File: config.mk
export PLATFORM = sky130hd
export DESIGN_NAME = dmem_arbiter_flat
export DESIGN_NICKNAME = d
export VERILOG_FILES = /design/src/rtl/dmem_arbiter_if.sv /design/src/rtl/dmem_arbiter.sv /design/src/flat_wrapper.sv
export SDC_FILE = /design/constraint.sdc
export NUM_CORES = 1
export LEC_CHECK = 0
export CORE_AREA = 2 2 79 81
export DETAILED_ROUTE_END_ITERATION = 8
export DIE_AREA = 0 0 81 83
export PLACE_DENSITY = 0.83
export SETUP_SLACK_MARGIN = 0.02
export SLEW_MARGIN = 25
export SYNTH_ARGS = -nofsm -noshare
export SYNTH_HDL_FRONTEND = slang
export SYNTH_SLANG_ARGS = --single-unit
File: constraint.sdc
create_clock -name clk -period 3.19 [get_ports clk]
set_clock_uncertainty 0.15 [all_clocks]
set_input_delay 0.7975 -clock clk [delete_from_list [all_inputs] [get_ports clk]]
set_output_delay 0.7975 -clock clk [all_outputs]
set_load 0.005 [all_outputs]
File: src/rtl/dmem_arbiter_if.sv
// dmem_arbiter_if: requester ports 0/1 plus data-memory pins; slave = arbiter side, master = requester/memory side
interface dmem_arbiter_if #(
  parameter int ADDR_W = 10,
  parameter int DATA_W = 32
);
  logic req0, we0, gnt0, rvalid0;
  logic req1, we1, gnt1, rvalid1;
  logic mem_ena, mem_we;
  logic [ADDR_W-1:0] addr0, addr1, mem_addr;
  logic [DATA_W-1:0] wdata0, wdata1, rdata, mem_wdata, mem_rdata;
  modport slave (
    input  req0, we0, addr0, wdata0, req1, we1, addr1, wdata1, mem_rdata,
    output gnt0, rvalid0, gnt1, rvalid1, rdata, mem_ena, mem_we, mem_addr, mem_wdata
  );
  modport master (
    output req0, we0, addr0, wdata0, req1, we1, addr1, wdata1, mem_rdata,
    input  gnt0, rvalid0, gnt1, rvalid1, rdata, mem_ena, mem_we, mem_addr, mem_wdata
  );
endinterface

File: src/rtl/dmem_arbiter.sv
// dmem_arbiter: one grant per clock onto the single-port data memory, core-priority with anti-starvation (CORE_PRIO=1) or round-robin (0); clk/rst plain, bus via dmem_arbiter_if.slave
module dmem_arbiter #(
  parameter int ADDR_W    = 10,
  parameter int DATA_W    = 32,
  parameter int CORE_PRIO = 1,
  parameter int MAX_WAIT  = 4
) (
  input logic clk,
  input logic rst,
  dmem_arbiter_if.slave bus
);
  localparam logic [3:0] MAX_W = 4'(MAX_WAIT);
  logic last_q, last_d;
  logic [3:0] wait_cnt_q, wait_cnt_d;
  logic [1:0] rv_q, rv_d;
  logic gnt0, gnt1, pick1;
  logic [ADDR_W-1:0] addr;
  logic [DATA_W-1:0] wdata;
  always_comb begin
    pick1 = CORE_PRIO != 0 ? wait_cnt_q == MAX_W : !last_q;
    gnt1 = !rst && bus.req1 && (!bus.req0 || pick1);
    gnt0 = !rst && bus.req0 && !gnt1;
    last_d = gnt0 || gnt1 ? gnt1 : last_q;
    wait_cnt_d = !bus.req1 || gnt1 ? 4'd0 : wait_cnt_q == MAX_W ? wait_cnt_q : wait_cnt_q + 4'd1;
    rv_d = {gnt1 && !bus.we1, gnt0 && !bus.we0};
    addr = gnt1 ? bus.addr1 : bus.addr0;
    wdata = gnt1 ? bus.wdata1 : bus.wdata0;
  end
  always_ff @(posedge clk) begin
    if (rst) begin
      last_q <= 1'b1;
      wait_cnt_q <= '0;
      rv_q <= '0;
    end else begin
      last_q <= last_d;
      wait_cnt_q <= wait_cnt_d;
      rv_q <= rv_d;
    end
  end
  assign bus.gnt0 = gnt0;
  assign bus.gnt1 = gnt1;
  assign bus.rvalid0 = rv_q[0] && !rst;
  assign bus.rvalid1 = rv_q[1] && !rst;
  assign bus.rdata = bus.mem_rdata;
  assign bus.mem_ena = gnt0 || gnt1;
  assign bus.mem_we = gnt1 ? bus.we1 : gnt0 && bus.we0;
  assign bus.mem_addr = addr;
  assign bus.mem_wdata = wdata;
endmodule

File: src/flat_wrapper.sv
// flat-port wrapper written by rule: the top's interface ports become plain ports
module dmem_arbiter_flat 
#(
  parameter int ADDR_W    = 10,
  parameter int DATA_W    = 32,
  parameter int CORE_PRIO = 1,
  parameter int MAX_WAIT  = 4
)
  (clk, rst, bus_req0, bus_we0, bus_addr0, bus_wdata0, bus_req1, bus_we1, bus_addr1, bus_wdata1, bus_mem_rdata, bus_gnt0, bus_rvalid0, bus_gnt1, bus_rvalid1, bus_rdata, bus_mem_ena, bus_mem_we, bus_mem_addr, bus_mem_wdata);
  dmem_arbiter_if #(.ADDR_W(ADDR_W), .DATA_W(DATA_W)) bus_i ();
  input logic clk;
  input logic rst;
  input wire logic [$bits(bus_i.req0)-1:0] bus_req0;
  input wire logic [$bits(bus_i.we0)-1:0] bus_we0;
  input wire logic [$bits(bus_i.addr0)-1:0] bus_addr0;
  input wire logic [$bits(bus_i.wdata0)-1:0] bus_wdata0;
  input wire logic [$bits(bus_i.req1)-1:0] bus_req1;
  input wire logic [$bits(bus_i.we1)-1:0] bus_we1;
  input wire logic [$bits(bus_i.addr1)-1:0] bus_addr1;
  input wire logic [$bits(bus_i.wdata1)-1:0] bus_wdata1;
  input wire logic [$bits(bus_i.mem_rdata)-1:0] bus_mem_rdata;
  output wire logic [$bits(bus_i.gnt0)-1:0] bus_gnt0;
  output wire logic [$bits(bus_i.rvalid0)-1:0] bus_rvalid0;
  output wire logic [$bits(bus_i.gnt1)-1:0] bus_gnt1;
  output wire logic [$bits(bus_i.rvalid1)-1:0] bus_rvalid1;
  output wire logic [$bits(bus_i.rdata)-1:0] bus_rdata;
  output wire logic [$bits(bus_i.mem_ena)-1:0] bus_mem_ena;
  output wire logic [$bits(bus_i.mem_we)-1:0] bus_mem_we;
  output wire logic [$bits(bus_i.mem_addr)-1:0] bus_mem_addr;
  output wire logic [$bits(bus_i.mem_wdata)-1:0] bus_mem_wdata;
  assign bus_i.req0 = bus_req0;
  assign bus_i.we0 = bus_we0;
  assign bus_i.addr0 = bus_addr0;
  assign bus_i.wdata0 = bus_wdata0;
  assign bus_i.req1 = bus_req1;
  assign bus_i.we1 = bus_we1;
  assign bus_i.addr1 = bus_addr1;
  assign bus_i.wdata1 = bus_wdata1;
  assign bus_i.mem_rdata = bus_mem_rdata;
  assign bus_gnt0 = bus_i.gnt0;
  assign bus_rvalid0 = bus_i.rvalid0;
  assign bus_gnt1 = bus_i.gnt1;
  assign bus_rvalid1 = bus_i.rvalid1;
  assign bus_rdata = bus_i.rdata;
  assign bus_mem_ena = bus_i.mem_ena;
  assign bus_mem_we = bus_i.mem_we;
  assign bus_mem_addr = bus_i.mem_addr;
  assign bus_mem_wdata = bus_i.mem_wdata;
  dmem_arbiter #(.ADDR_W(ADDR_W), .DATA_W(DATA_W), .CORE_PRIO(CORE_PRIO), .MAX_WAIT(MAX_WAIT)) u_core (.clk(clk), .rst(rst), .bus(bus_i));
endmodule
Word level (Yosys, flattened, before mapping) --
Cells that the tools add are included.
Storage, ports and cells: register bits after elaboration 6, input bits 122, output and inout port bits 80, logic and storage cells 26
Operators by class: add/sub/neg operators 1, equality and inequality tests 1, mux-type cells 3, reduce and logical (&&, ||, !) cells 19
Operators by type and width (count):
- 32-bit two-way mux | 1
- 10-bit two-way mux | 1
- 1-bit logical AND | 9
- 1-bit logical NOT | 6
- 4-bit by 1-bit adder with 4-bit output (second input constant) | 1
- 4-bit by 3-bit equality test with 1-bit output (second input constant) | 1
- 1-bit logical OR | 3
- 2-bit OR reduction | 1
- 1-bit two-way mux | 1

Logic depth before layout (Yosys ltp) --
depth in word-level cells 7, gate-level depth with buffers 6, mapped depth without buffers 5

Least setup slack after synthesis --
OpenSTA, ideal clock, no wires.
path type in2out, from input bus_req1, to output bus_mem_wdata[10], arrival time 1.795 ns, required time 2.243 ns, setup slack 0.448 ns, stages on the path 4, path through inv_1 a211oi_4 buf_6 mux2_2
Between the ends: longest elaborated chain between the ends 3
RTL lines:
- from (decl) | line flat_wrapper.sv:17 | input wire logic [$bits(bus_i.req1)-1:0] bus_req1;
- 1-bit logical AND (2 in series) | line dmem_arbiter.sv:21 | gnt1 = !rst && bus.req1 && (!bus.req0 || pick1);
- 32-bit two-way mux | line dmem_arbiter.sv:27 | wdata = gnt1 ? bus.wdata1 : bus.wdata0;
- to (decl) | line flat_wrapper.sv:30 | output wire logic [$bits(bus_i.mem_wdata)-1:0] bus_mem_wdata;
Every way passes these cells.

Worst setup path in the final report --
from input bus_req0, to output bus_mem_wdata[27]
Between the ends: longest elaborated chain between the ends 4
RTL lines:
- from (decl) | line flat_wrapper.sv:13 | input wire logic [$bits(bus_i.req0)-1:0] bus_req0;
- 1-bit logical NOT | line dmem_arbiter.sv:21
- 1-bit logical OR | line dmem_arbiter.sv:21
- 1-bit logical AND | line dmem_arbiter.sv:21
- 32-bit two-way mux | line dmem_arbiter.sv:27
Every way passes these cells.

==> impl_results.html <==
<table>
<tr><th>Metric</th><th>Value</th></tr>
<tr><th colspan="2">Worst setup path</th></tr>
<tr><td>Slack of the worst reg-to-reg path</td><td>1.38 ns</td></tr>
<tr><td>Cell chain of the critical path</td><td>clkdlybuf4s15_2 &gt; a211oi_4 &gt; buf_6 &gt; buf_6 &gt; buf_16 &gt; buf_4 &gt; mux2_2 &gt; clkbuf_2</td></tr>
<tr><td>Worst setup path class</td><td>input port to output pin</td></tr>
<tr><td>Worst-path fanout max</td><td>3</td></tr>
<tr><td>Dominant delay contributor by cell family on the critical path</td><td>buffers and inverters</td></tr>
<tr><td>Delay of the slowest critical-path stage</td><td>0.31 ns</td></tr>
<tr><td>Data required time of the critical path</td><td>approximately 2.2 ns</td></tr>
<tr><td>Critical Path Source Type</td><td>input port</td></tr>
<tr><td>Critical-path top delay cell</td><td>sky130_fd_sc_hd__mux2_2</td></tr>
<tr><td>Crit path arrival time</td><td>2.15 ns</td></tr>
<tr><td>Crit path capture type</td><td>output pin</td></tr>
<tr><td>Buffers and inverters on the worst path</td><td>6</td></tr>
<tr><td>Cell repeated most along the worst path</td><td>sky130_fd_sc_hd__buf_6</td></tr>
<tr><th colspan="2">Clocking</th></tr>
<tr><td>CTS Buffer Depth</td><td>2</td></tr>
<tr><td>Clock tree from TritonCTS</td><td>built</td></tr>
<tr><td>Cts-stage hold buffer count</td><td>0</td></tr>
<tr><td>Number of clock sinks</td><td>6</td></tr>
<tr><td>Buffer cell driving the clock tree root</td><td>sky130_fd_sc_hd__clkbuf_8</td></tr>
<tr><td>Clk Latency, worst-skew pair</td><td>0.22 ns</td></tr>
<tr><td>CTS HTree Levels</td><td>1</td></tr>
<tr><td>Clock-pin slew on the worst setup and hold paths</td><td>0.04 ns</td></tr>
<tr><td>Number of buffers created by CTS</td><td>3</td></tr>
<tr><th colspan="2">Global routing</th></tr>
<tr><td>Number of global-route vias before repair</td><td>1411</td></tr>
<tr><td>Combined global-route utilization of all metal layers</td><td>12.9%</td></tr>
<tr><td>Leftover overflow at the end of global routing</td><td>0</td></tr>
<tr><td>Pin count of the biggest net entering global routing</td><td>12</td></tr>
<tr><td>Wire length of the first global-routing pass</td><td>~6.7 mm</td></tr>
<tr><td>Initial antenna violation count</td><td>0</td></tr>
<tr><th colspan="2">Timing</th></tr>
<tr><td>Headroom to the max-slew limit</td><td>between 80% and 90%</td></tr>
<tr><td>RSZ-0062 raised after global routing</td><td>no</td></tr>
<tr><td>Portion of the clock cycle consumed by the worst path in the final layout</td><td>97.1%</td></tr>
<tr><td>Period minus WS final</td><td>3.10 ns</td></tr>
<tr><td>Worst Tran Pin Value</td><td>roughly 0.22 ns</td></tr>
<tr><td>Fin. max-slew vios</td><td>0</td></tr>
<tr><td>Setup violations, final</td><td>0</td></tr>
<tr><td>Fin. Hold Viols</td><td>0</td></tr>
<tr><td>Highest attainable clock frequency</td><td>323 MHz</td></tr>
<tr><th colspan="2">Final layout</th></tr>
<tr><td>Final standard cell utilization of the core</td><td>42.0%</td></tr>
<tr><td>Number of nets in the finished design</td><td>362</td></tr>
<tr><td>Area occupied by registers</td><td>between 100 and 150 sq um</td></tr>
<tr><td>Total area of multi-input combinational cells</td><td>644 sq um</td></tr>
<tr><td>Antenna cell count</td><td>0</td></tr>
<tr><td>Layout fillers</td><td>594</td></tr>
<tr><td>Number of cells in the finished layout apart from fillers</td><td>311</td></tr>
<tr><td>Area overhead of the layout relative to synthesis</td><td>129%</td></tr>
<tr><td>Ratio of cells with drive above 1 in the final layout</td><td>37.7%</td></tr>
<tr><td>Commonest cells after routing, fill and taps aside</td><td>89 x sky130_fd_sc_hd__clkdlybuf4s50_1, 40 x sky130_fd_sc_hd__mux2_2, 24 x sky130_fd_sc_hd__dlygate4sd2_1</td></tr>
<tr><td>Leading cell type in the layout, fill and taps excluded</td><td>sky130_fd_sc_hd__clkdlybuf4s50_1</td></tr>
<tr><th colspan="2">Die</th></tr>
<tr><td>Placement row count</td><td>28</td></tr>
<tr><td>Core region area</td><td>5820 sq um</td></tr>
<tr><td>Starting Density</td><td>between 10% and 20%</td></tr>
<tr><td>Die Outline Area</td><td>6720 sq um</td></tr>
<tr><td>I/O pin total</td><td>202</td></tr>
<tr><td>Width of the chip</td><td>81 um</td></tr>
<tr><td>Floorplan die height</td><td>83 um</td></tr>
<tr><th colspan="2">Synth</th></tr>
<tr><td>Portion of netlist area occupied by mux cells</td><td>45.3%</td></tr>
<tr><td>Number of distinct library cell variants in the gate-level netlist after synthesis</td><td>17</td></tr>
<tr><td>Post-Synth Adder-Cell Area</td><td>2.34%</td></tr>
<tr><td>Ranking of synthesized cells by area</td><td>sky130_fd_sc_hd__mux2_2 42%, sky130_fd_sc_hd__buf_4 22%, sky130_fd_sc_hd__dfxtp_1 11%</td></tr>
<tr><td>Compound-Gate Fraction of Synth Area</td><td>about 1.9%</td></tr>
<tr><td>Total of warnings raised by yosys</td><td>0</td></tr>
<tr><td>Flip-flop and latch count after synthesis</td><td>6</td></tr>
<tr><td>Simple-gate portion of the synthesized area</td><td>just over 9%</td></tr>
<tr><td>Main combinational cell family by area after synthesis</td><td>multiplexers</td></tr>
<tr><td>Average cell area after synthesis</td><td>~9.5 sq um</td></tr>
<tr><td>Post-synthesis net count</td><td>236</td></tr>
<tr><td>Post-synthesis instance area</td><td>about 1100 sq um</td></tr>
<tr><td>Cell taking the most area after synthesis</td><td>sky130_fd_sc_hd__mux2_2</td></tr>
<tr><td>Synthesized netlist cell count</td><td>about 110</td></tr>
<tr><td>Sequential element share of the synthesized area</td><td>roughly 11%</td></tr>
<tr><td>Post-synthesis xor/xnor area fraction</td><td>around 1.6%</td></tr>
<tr><td>Area share of the largest cell type after synthesis</td><td>42.2%</td></tr>
<tr><th colspan="2">Route</th></tr>
<tr><td>Wire length after detailed routing</td><td>~4.6 mm</td></tr>
<tr><td>Overall via count from detail_route</td><td>1280</td></tr>
<tr><td>Routed WL per cell</td><td>14.6 um</td></tr>
<tr><td>DRC violation count after routing</td><td>0</td></tr>
<tr><td>Detail-routed via count per cell</td><td>4.12</td></tr>
<tr><td>Number of nets still failing antenna checks after routing</td><td>0</td></tr>
<tr><td>Number of violations reported at the end of detailed-routing iteration 0</td><td>10</td></tr>
<tr><td>TritonRoute pass-1 iters</td><td>3</td></tr>
<tr><th colspan="2">Placed design</th></tr>
<tr><td>Routability cong.</td><td>0.786</td></tr>
<tr><td>Count of buffers inserted at the top-level ports</td><td>137</td></tr>
<tr><td>HPWL after DPL</td><td>3.30 mm</td></tr>
<tr><td>Cell count after placement</td><td>294</td></tr>
<tr><th colspan="2">Hold path</th></tr>
<tr><td>Classification of the worst-slack hold path</td><td>flop to flop</td></tr>
<tr><th colspan="2">Pwr</th></tr>
<tr><td>Leakage power</td><td>1.02 nW</td></tr>
<tr><td>Maximum ir drop on the vdd rail</td><td>88.6 uV</td></tr>
<tr><td>Power per cell area</td><td>184 nW/um^2</td></tr>
<tr><th colspan="2">Outcome</th></tr>
<tr><td>Outcome</td><td>completed</td></tr>
<tr><th colspan="2">Job</th></tr>
<tr><td>Total of max-cap violations</td><td>0</td></tr>
</table>
==> power by group <==
group	internal, W	switching (W)
clock	0.0000812	0.0000339
combinational	0.000189	0.0000683
sequential	0.0000769	0.000000917
total	0.000347	0.000103
==> routing by layer <==
| metal | GRT usage, % | share of wire (%) | vias up |
|---|---|---|---|
| met5 | 0 | 0 | - |
| met4 | 4.47 | 2.0 | 0 |
| met3 | 3.15 | 11 | 16 |
| met2 | 25.6 | 55 | 88 |
| met1 | 12.2 | 32 | 575 |
| li1 | - | - | 601 |
==> per-stage QoR <==
step / power (W) / hold slack (ns) / instance area, sq um / worst slack, ns / TNS, ns
6_report: 0.000451 / 0.322 / 2440 / 0.0929 / 0
5_1_grt: 0.000476 / 0.334 / 2440 / 0.0406 / 0
4_1_cts: 0.000463 / 0.320 / 2510 / -0.0308 / -0.0533
3_5_place_dp: 0.000345 / 0.313 / 2310 / -0.457 / -18.58
3_3_place_gp: 0.000340 / 0.294 / 2310 / -0.448 / -17.77
2_1_floorplan: 0.000177 / 0.280 / 1070 / 0.448 / 0
==> state kept, by name, indices dropped and copies added (netlist names) <==
signal and flops:
u_core.wait_cnt_q 4, u_core.rv_q 2
==> path summary, 6_finish.rpt <==
kind,startpoint,endpoint,cells after the start
min,u_core.wait_cnt_q[0]$_SDFFE_PP0N_,u_core.wait_cnt_q[0]$_SDFFE_PP0N_,1
min reg2reg,u_core.wait_cnt_q[0]$_SDFFE_PP0N_,u_core.wait_cnt_q[0]$_SDFFE_PP0N_,1
max,bus_req0,bus_mem_wdata[27],8
max reg2reg,u_core.wait_cnt_q[0]$_SDFFE_PP0N_,u_core.rv_q[1]$_SDFF_PP0_,9
==> cells by family after synthesis <==
logic type / Yosys count
AND/OR/NAND/NOR: 17
multiplexers: 43
flip-flops: 6
adder cells (fa/ha/maj): 2
buffers and inverters: 41
XOR/XNOR: 2
AO/OA/AOI/OAI: 1
==> synth_stat cells <==
library cell,instances
sky130_fd_sc_hd__mux2_2,40
sky130_fd_sc_hd__buf_4,32
sky130_fd_sc_hd__nor2_1,9
sky130_fd_sc_hd__dfxtp_1,6
sky130_fd_sc_hd__inv_1,5
sky130_fd_sc_hd__buf_6,4
sky130_fd_sc_hd__mux2_1,3
sky130_fd_sc_hd__nor2b_1,3
sky130_fd_sc_hd__ha_1,2
sky130_fd_sc_hd__a211oi_4,1
sky130_fd_sc_hd__nand2b_1,1
sky130_fd_sc_hd__nand3_1,1
sky130_fd_sc_hd__nand3b_4,1
sky130_fd_sc_hd__nand4b_1,1
sky130_fd_sc_hd__nor3_1,1
sky130_fd_sc_hd__xnor2_1,1
sky130_fd_sc_hd__xor2_1,1
==> what timing repair did <==
| action | in CTS | in global routing |
|---|---|---|
| setup buffers | 9 | 0 |
| gates cloned | 5 | 0 |
| pin swaps | 1 | 1 |
| resized for setup | 96 | 15 |
| setup endpoints to repair | 45 | 14 |
==> layout make-up <==
class                           count  area share, %
Timing Repair Buffer              157           62.4
Multi-Input combinational cell     65           26.4
Sequential cell                     6           4.92
Tap cell                           75           3.84
Clock buffer                        3           1.69
Inverter                            5          0.768
==> worst register-to-register path, stage by stage, from the launching register on <==
cell	delay (ns)
sky130_fd_sc_hd__dfxtp_1	0.34
sky130_fd_sc_hd__inv_1	0.07
sky130_fd_sc_hd__ha_1	0.19
sky130_fd_sc_hd__nand3b_4	0.11
sky130_fd_sc_hd__a211oi_4	0.28
sky130_fd_sc_hd__buf_6	0.17
sky130_fd_sc_hd__buf_6	0.11
sky130_fd_sc_hd__buf_16	0.10
sky130_fd_sc_hd__buf_4	0.12
sky130_fd_sc_hd__nor2b_1	0.12
Power figures use the tool's default switching activity.
